==> config.mk <==
export PLATFORM = sky130hd
export DESIGN_NAME = uart_rx_fifo
export DESIGN_NICKNAME = d
export VERILOG_FILES = /design/src/rtl/uart_pkg.sv /design/src/rtl/uart_fifo_mem.sv /design/src/rtl/uart_rx_fifo.sv
export SDC_FILE = /design/constraint.sdc
export NUM_CORES = 1
export LEC_CHECK = 0
export ABC_AREA = 1
export BUFFER_PORTS_ARGS = -buffer_cell sky130_fd_sc_hd__clkbuf_2
export CORE_ASPECT_RATIO = 1.4
export CORE_MARGIN = 5
export CORE_UTILIZATION = 61
export DETAILED_ROUTE_END_ITERATION = 10
export MAX_ROUTING_LAYER = met4
export PLACE_DENSITY = 0.84
export SLEW_MARGIN = 5
export SYNTH_ARGS = -nofsm -noshare
export SYNTH_HDL_FRONTEND = slang
export SYNTH_SLANG_ARGS = --single-unit
==> constraint.sdc <==
create_clock -name clk -period 3.4 [get_ports clk]
set_clock_uncertainty 0.15 [all_clocks]
set_input_delay 0.17 -clock clk [delete_from_list [all_inputs] [get_ports clk]]
set_output_delay 0.17 -clock clk [all_outputs]
set_load 0.05 [all_outputs]
==> src/rtl/uart_pkg.sv <==
// uart_pkg: shared UART widths, FIFO defaults and baud-divider constants
package uart_pkg;
  localparam int BYTE_W       = 8;
  localparam int DEPTH        = 16;
  localparam int ADDR_W       = 4;
  localparam int CLKS_PER_BIT = 434;
  localparam int HALF_BIT     = 217;
endpackage

==> src/rtl/uart_fifo_mem.sv <==
// uart_fifo_mem: DEPTH x BYTE_W storage with synchronous write and asynchronous read
module uart_fifo_mem
  import uart_pkg::*;
#(
  parameter int DEPTH  = uart_pkg::DEPTH,
  parameter int ADDR_W = uart_pkg::ADDR_W
) (
  input  logic              clk,
  input  logic              we,
  input  logic [ADDR_W-1:0] waddr,
  input  logic [BYTE_W-1:0] wdata,
  input  logic [ADDR_W-1:0] raddr,
  output logic [BYTE_W-1:0] rdata
);
  logic [BYTE_W-1:0] mem [DEPTH];
  always_ff @(posedge clk)
    if (we) mem[waddr] <= wdata;
  assign rdata = mem[raddr];
endmodule

==> src/rtl/uart_rx_fifo.sv <==
// uart_rx_fifo: edge-triggered capture of received bytes into a FWFT FIFO with sticky overflow
module uart_rx_fifo
  import uart_pkg::*;
#(
  parameter int DEPTH     = uart_pkg::DEPTH,
  parameter int ADDR_W    = uart_pkg::ADDR_W,
  parameter int AFULL_LVL = 12
) (
  input  logic              clk,
  input  logic              reset,
  input  logic [BYTE_W-1:0] rx_byte,
  input  logic              rx_done,
  output logic [BYTE_W-1:0] rd_data,
  output logic              rd_valid,
  input  logic              rd_ready,
  output logic [ADDR_W:0]   count,
  output logic              almost_full,
  output logic              overflow,
  input  logic              ovf_clear
);
  logic [ADDR_W-1:0] wr_ptr, rd_ptr;
  logic [ADDR_W:0]   count_nxt;
  logic [BYTE_W-1:0] mem_rdata;
  logic              prev_done, push, pop, full, wr_en, drop;
  always_comb begin
    push      = rx_done & ~prev_done;
    pop       = rd_valid & rd_ready;
    full      = count == (ADDR_W+1)'(DEPTH);
    wr_en     = push & (~full | pop);
    drop      = push & full & ~pop;
    count_nxt = count + (ADDR_W+1)'(wr_en) - (ADDR_W+1)'(pop);
    rd_valid  = count != '0;
    rd_data   = rd_valid ? mem_rdata : '0;
  end
  always_ff @(posedge clk)
    if (!reset) begin
      wr_ptr      <= '0;
      rd_ptr      <= '0;
      count       <= '0;
      prev_done   <= 1'b1;
      almost_full <= 1'b0;
      overflow    <= 1'b0;
    end else begin
      prev_done   <= rx_done;
      wr_ptr      <= wr_en ? wr_ptr + 1'b1 : wr_ptr;
      rd_ptr      <= pop ? rd_ptr + 1'b1 : rd_ptr;
      count       <= count_nxt;
      almost_full <= count_nxt >= (ADDR_W+1)'(AFULL_LVL);
      overflow    <= drop ? 1'b1 : ovf_clear ? 1'b0 : overflow;
    end
  uart_fifo_mem #(.DEPTH(DEPTH), .ADDR_W(ADDR_W)) u_mem (
    .clk   (clk),
    .we    (wr_en),
    .waddr (wr_ptr),
    .wdata (rx_byte),
    .raddr (rd_ptr),
    .rdata (mem_rdata)
  );
endmodule

==> out/qor.yml, run 1 <==
logic_synthesis:
  synth_cell_types: 23
  synth_top_family_by_area: "simple AND/OR/NAND/NOR gates"
  synth-edff-count: 128
  synthSimpleGateAreaFrac: 0.218
  synth-adder-area-share: 0.0255
  yosysSeqAreaShare: 0.686
  synth_top_flop_cell: "edfxtp_1"
  synth_area_um2: 6190
  synth_compound_area_frac: 0.0170
  syn_inst: 561
  async_flop_share: 0
  synth_seq_cells: 148
  ys.warnings.count: 0
  synth_nets: 586
  synth-xor-area-share: 0.00849
  postSynthAreaPerCell_um2: 11.0
  muxShareOfSynthArea: 0
sta:
  hold_ws_ns: 0.0220
  fin_setup_tns_ns: 0
  final_hold_viol_count: 0
  clock.fmax_ghz: 0.332
  min_period_ns: 3.02
  setup_viol_count_final: 0
  tightestPinTransition_ns: 1.08
  slew_headroom: 0.281
  finalWorstSetupSlack_ns: 0.385
  post-route-period-util: 0.887
  rsz0062_at_grt: "no"
  slew_viol_final: 0
global_routing:
  grtUsageMet3: 0.0679
  busiest_layer: "met2"
  grt.overflow.total: 0
  antenna_found_initial: 0
  grt_max_degree: 56
  grt_util_met2: 0.419
  globalRouteTotalUtil: 0.254
  grt_pass1_vias: 4383
  grt_pass1_wl_mm: 22.3
  grt_use_met1: 0.286
worst_setup_path:
  crit_path_top_delay_cell: "dfxtp_2"
  worstSetupEndpointType: "output port"
  worstSetupPathType: "flip-flop to output port"
  crit_path_max_incr_delay_ns: 1.04
  cp_max_fo: 55
  required_ns: 3.08
  path_cells: "buf_4 -> nand2_1 -> nand3_1 -> nand3_1 -> nand2_1 -> nand2_1 -> a21oi_1 -> clkbuf_2"
  start_kind: "flip-flop"
  crit_top_cell: "nand2_1"
  cp_data_arrival_time_ns: 2.70
route:
  drtIter0Drc: 427
  drtPass1Iterations: 5
  routed_via_density: 5.82
  antenna_left: 0
  wl_per_cell_um: 18.5
  vias: 4348
  routed_wirelength_mm: 13.9
  drc: 0
finish:
  area_growth_pct: 14.5
  drive_gt1_frac: 0.123
  multi_input_area_um2: 1670
  finalNetCount: 624
  antennaDiodeCount: 0
  ff_latch_area_um2: 4250
  final_cells: 747
  fillers: 682
power_and_ir_drop:
  peakVddDrop_mv: 0.666
  p_switching_uw: 1960
  seq_power_share: 0.375
  p_per_area_nw_per_um2: 805
  combPwrFrac: 0.273
  finalPower_uw: 5710
  clock_power_share: 0.352
  swShare: 0.343
  p_leak_uw: 0.00273
  p_int_uw: 3750
clock_tree:
  cts_buffer_depth: 2
  clk_pin_slew_worst_paths_ns: 0.06
  cts.sinks: 148
  cts-root-buf: "clkbuf_16"
  cts_made_buffers: 17
  clock_latency_ns: 0.42
  cts_resized: 0
  cts_tree: "built"
  post_cts_buffers: 0
  h-tree-depth: 4
placement:
  dp_cells: 710
  finalWeightedCongestion: 0.836
  io_buffers: 28
  dp_slack_ns: 0.468
  dp_hpwl_mm: 8.28
floorplanning:
  chipWidth_um: 95.1
  initial_utilization: 0.625
  core-area_um2: 9900
  num_rows: 43
  die_y_um: 129
  dieArea_um2: 12300
  top_level_ports: 29
run:
  cap_violations: 0
status:
  status: "finished clean"
hold_path:
  holdCritPathClass: "primary input to flip-flop"
## cell usage in the layout, fill, tap and decap left out, types with 2 or more instances in the layout
master,n
nand2_1,189
edfxtp_1,128
nand3_1,102
clkbuf_2,28
inv_1,24
nor2_1,24
dfxtp_1,19
clkbuf_16,17
a21oi_1,16
ha_1,11
buf_4,10
bufinv_16,5
dlygate4sd3_1,5
inv_2,4
o21ai_0,4
nor3_1,3
xor2_1,3
xnor2_1,3
clkinv_1,3
clkinvlp_4,3
clkinv_2,2
## worst max-delay path: cells and delay by family (launching register included)
kind	cells	cell delay, ns
flops	1	1.04
compound gates	1	0.20
buf+inv	2	0.64
simple gates	5	0.38
## layer usage
metal  routed length [µm]  share of wire  vias to the layer above
met2                 7240           0.52                      216
met4                  501          0.036                        0
met3                  940          0.068                       45
li1                     -              -                     1992
met5                    0              0                        -
met1                 5170           0.37                     2095
## per-stage QoR
stage,utilization,cell area [µm²]
2_1_floorplan,-,6190
3_3_place_gp,0.647,6400
3_5_place_dp,0.647,6400
4_1_cts,0.716,7090
5_1_grt,0.716,7090
6_report,0.716,7090
## registers in the layout (all words and copies together) (netlist names), named ones only
register     count
prev_done        1
wr_ptr           4
overflow         1
u_mem.mem      128
rd_ptr           4
count            5
almost_full      1
## synth_stat cells, types with 2 or more instances
cell,count,area [µm²]
xnor2_1,3,26.3
clkbuf_1,2,7.51
buf_2,10,50.1
nand3_1,102,510
nand2_1,189,709
buf_4,5,37.5
a21oi_1,16,80.1
buf_6,7,78.8
nor3_1,3,15.0
inv_2,4,15.0
edfxtp_1,128,3840
o21ai_0,4,20.0
xor2_1,3,26.3
ha_1,11,138
inv_1,24,90.1
dfxtp_1,20,400
nor2_1,24,90.1
## area by class of cell
class	instances	share of cell area
repair buffers	43	0.0374
inverters	28	0.0148
well taps	135	0.0238
flip-flops and latches	148	0.599
clock buffers	17	0.0600
clock inverters	15	0.0298
multi-input cells	361	0.235
## path summary, 6_finish.rpt
path	from	to	slack [ns]	depth (start not counted)
min	rd_ready	rd_ptr[3]	0.02	4
max	flip-flop	rd_data[3]	0.38	8
max reg2reg	count[3]	almost_full	0.45	17
min reg2reg	wr_ptr[3]	wr_ptr[3]	0.36	2
## power by group through the flow
stage | Clock [µW] | Sequential [µW] | Combinational, µW
floorplan | 0 | 2230 | 1120
global placement | 0 | 2170 | 1480
detailed placement | 0 | 2180 | 1530
CTS | 2020 | 2140 | 1550
global route | 2120 | 2150 | 1690
finish | 2010 | 2140 | 1560
## cells by family after synthesis
logic type	count (synthesis)
xor+xnor	6
fa+ha+maj	12
compound gates	21
flops	148
simple gates	322
buf+inv	52
## what timing repair did
item	in CTS	in global routing
hold endpoints to repair	10	0
setup endpoints to repair	0	0
hold buffers	5	0
(Power assumes the default switching activity.)
==> run 2: changes to the inputs <==
==> constraint.sdc (replaced) <==
create_clock -name clk -period 3.39 [get_ports clk]
set_clock_uncertainty 0.15 [all_clocks]
set_input_delay 0.1695 -clock clk [delete_from_list [all_inputs] [get_ports clk]]
set_output_delay 0.1695 -clock clk [all_outputs]
set_load 0.05 [all_outputs]
==> out/qor.yml, run 2 (synthesized netlist as in run 1, its figures left out) <==
worst_setup_path:
  cp_data_arrival_time_ns: 2.74  # +0.04 ns
  crit_path_top_delay_cell: "dfxtp_2"
  crit_path_max_incr_delay_ns: 1.04  # about the same
  crit_top_cell: "nand2_1"
  r2r_setup_slack_ns: 0.46  # about the same
  cp_max_fo: 55  # unchanged
  required_ns: 3.07  # about the same
  worstSetupEndpointType: "output port"
  path_cells: "buf_4 -> nand2_1 -> nand3_1 -> nand3_1 -> nand2_1 -> nand2_1 -> a21oi_1 -> clkbuf_2"
  start_kind: "flip-flop"
  worstSetupPathType: "flip-flop to output port"
sta:
  min_period_ns: 3.06
  fin_setup_tns_ns: 0  # unchanged
  clock.fmax_ghz: 0.327
  slew_viol_final: 0  # unchanged
  slew_headroom: 0.284  # +0.00288
  tightestPinTransition_ns: 1.07  # -0.00432 ns
  rsz0062_at_grt: "no"
  final_hold_viol_count: 0  # unchanged
  setup_viol_count_final: 0  # unchanged
  post-route-period-util: 0.903
clock_tree:
  cts-root-buf: "clkbuf_16"
  clock_latency_ns: 0.41  # about the same
  cts_tree: "built"
  h-tree-depth: 4  # unchanged
  clk_pin_slew_worst_paths_ns: 0.06  # about the same
  post_cts_buffers: 0  # unchanged
  cts_made_buffers: 17  # unchanged
  cts_buffer_depth: 2  # unchanged
  cts.sinks: 148  # unchanged
global_routing:
  grt_max_degree: 56  # unchanged
  antenna_found_initial: 0  # unchanged
  grt_pass1_wl_mm: 21.3  # -4.4%
  grt_pass1_vias: 4329  # -1.2%
  globalRouteTotalUtil: 0.241  # -0.0133
  grt.overflow.total: 0  # unchanged
power_and_ir_drop:
  seq_power_share: 0.387  # +0.012
  p_int_uw: 3610  # -3.6%
  peakVddDrop_mv: 0.563  # -15%
  p_switching_uw: 1940  # -1.1%
  p_per_area_nw_per_um2: 788  # -2.1%
  combPwrFrac: 0.280  # +0.007
  clock_power_share: 0.334  # -0.018
  swShare: 0.349  # +0.00569
  p_leak_uw: 0.00271  # -0.76%
route:
  vias: 4275  # -1.7%
  drc: 0  # unchanged
  antenna_left: 0  # unchanged
  routed_wirelength_mm: 13.3  # -4.1%
  routed_via_density: 5.72  # -1.7%
  drtIter0Drc: 418  # -2.1%
  wl_per_cell_um: 17.8  # -4.1%
  drtPass1Iterations: 5  # unchanged
placement:
  finalWeightedCongestion: 0.836  # unchanged
  dp_hpwl_mm: 8.24  # -0.45%
  io_buffers: 28  # unchanged
  dp_cells: 710  # unchanged
status:
  status: "finished clean"
finish:
  finalNetCount: 624  # unchanged
  final_cells: 747  # unchanged
  max_flop_register: "u_mem.mem"
  fillers: 703  # +3.1%
  largest_reg_flops: 128  # unchanged
  final_common_cell: "nand2_1"
  area_growth_pct: 13.8
  multi_input_area_um2: 1670  # unchanged
  antennaDiodeCount: 0  # unchanged
  ff_latch_area_um2: 4250  # unchanged
  drive_gt1_frac: 0.123  # unchanged
  reg.largest.list: "u_mem.mem: 128 flops, count: 5 flops"
  layout_common_cells: "nand2_1 (189), edfxtp_1 (128), nand3_1 (102), clkbuf_2 (28)"
floorplanning:
  die_y_um: 129  # unchanged
  core-area_um2: 9900  # unchanged
  num_rows: 43  # unchanged
  dieArea_um2: 12300  # unchanged
  chipWidth_um: 95.1  # unchanged
  initial_utilization: 0.625  # unchanged
  top_level_ports: 29  # unchanged
hold_path:
  holdCritPathClass: "primary input to flip-flop"
run:
  cap_violations: 0  # unchanged
run 2: cell type report:
type                       count  share of cell area
inverter                      28              0.0149
clock inverter                14              0.0229
tap                          135              0.0240
sequential                   148               0.603
clock buffer                  18              0.0609
multi-input combinational    361               0.237
timing repair buffer          43              0.0377
run 2: power by group through the flow:
stage | Sequential, µW | Combinational (µW) | Clock [µW]
after global placement | 2170 | 1480 | 0
after floorplan | 2230 | 1130 | 0
after CTS | 2150 | 1560 | 1870
after global routing | 2160 | 1690 | 1970
after detailed placement | 2180 | 1530 | 0
final | 2150 | 1550 | 1850
run 2: critical path: cells and delay by family, from the launching register on:
family,cells,cell delay (ns)
AO/OA/AOI/OAI,1,0.21
flip-flops,1,1.04
buffers and inverters,2,0.65
AND/OR/NAND/NOR,5,0.42
run 2: worst paths after layout:
| path | start | end | cells past startpoint |
|---|---|---|---|
| worst max-delay path | flip-flop | rd_data[3] | 8 |
| worst min-delay path | rd_ready | rd_ptr[3] | 4 |
| worst max register to register | count[3] | almost_full | 17 |
| worst min register to register | wr_ptr[3] | wr_ptr[3] | 2 |
run 2: timing repair:
action | 4_1_cts | 5_1_grt
hold buffers | 5 | 0
setup endpoints to repair | 0 | 0
endpoints found under the hold margin | 10 | 0
resized for setup | 0 | 0
run 2: stage by stage:
stage / util / total power, µW / hold WS (ns) / area, µm² / setup slack, ns
after floorplan: - / 3360 / 0.0882 / 6190 / 0.0997
after CTS: 0.711 / 5570 / 0.0112 / 7040 / 0.335
final: 0.711 / 5550 / 0.0289 / 7040 / 0.328
after global placement: 0.647 / 3650 / 0.206 / 6400 / 0.674
after global routing: 0.711 / 5810 / 0.0442 / 7040 / 0.156
after detailed placement: 0.647 / 3720 / 0.221 / 6400 / 0.458
run 2: routing by layer:
layer | share of wire | up-vias | global-route usage
li1 | - | 1995 | -
met3 | 0.070 | 34 | 0.0575
met1 | 0.37 | 2041 | 0.281
met4 | 0.027 | 0 | 0.108
met2 | 0.53 | 205 | 0.394
met5 | 0 | - | -
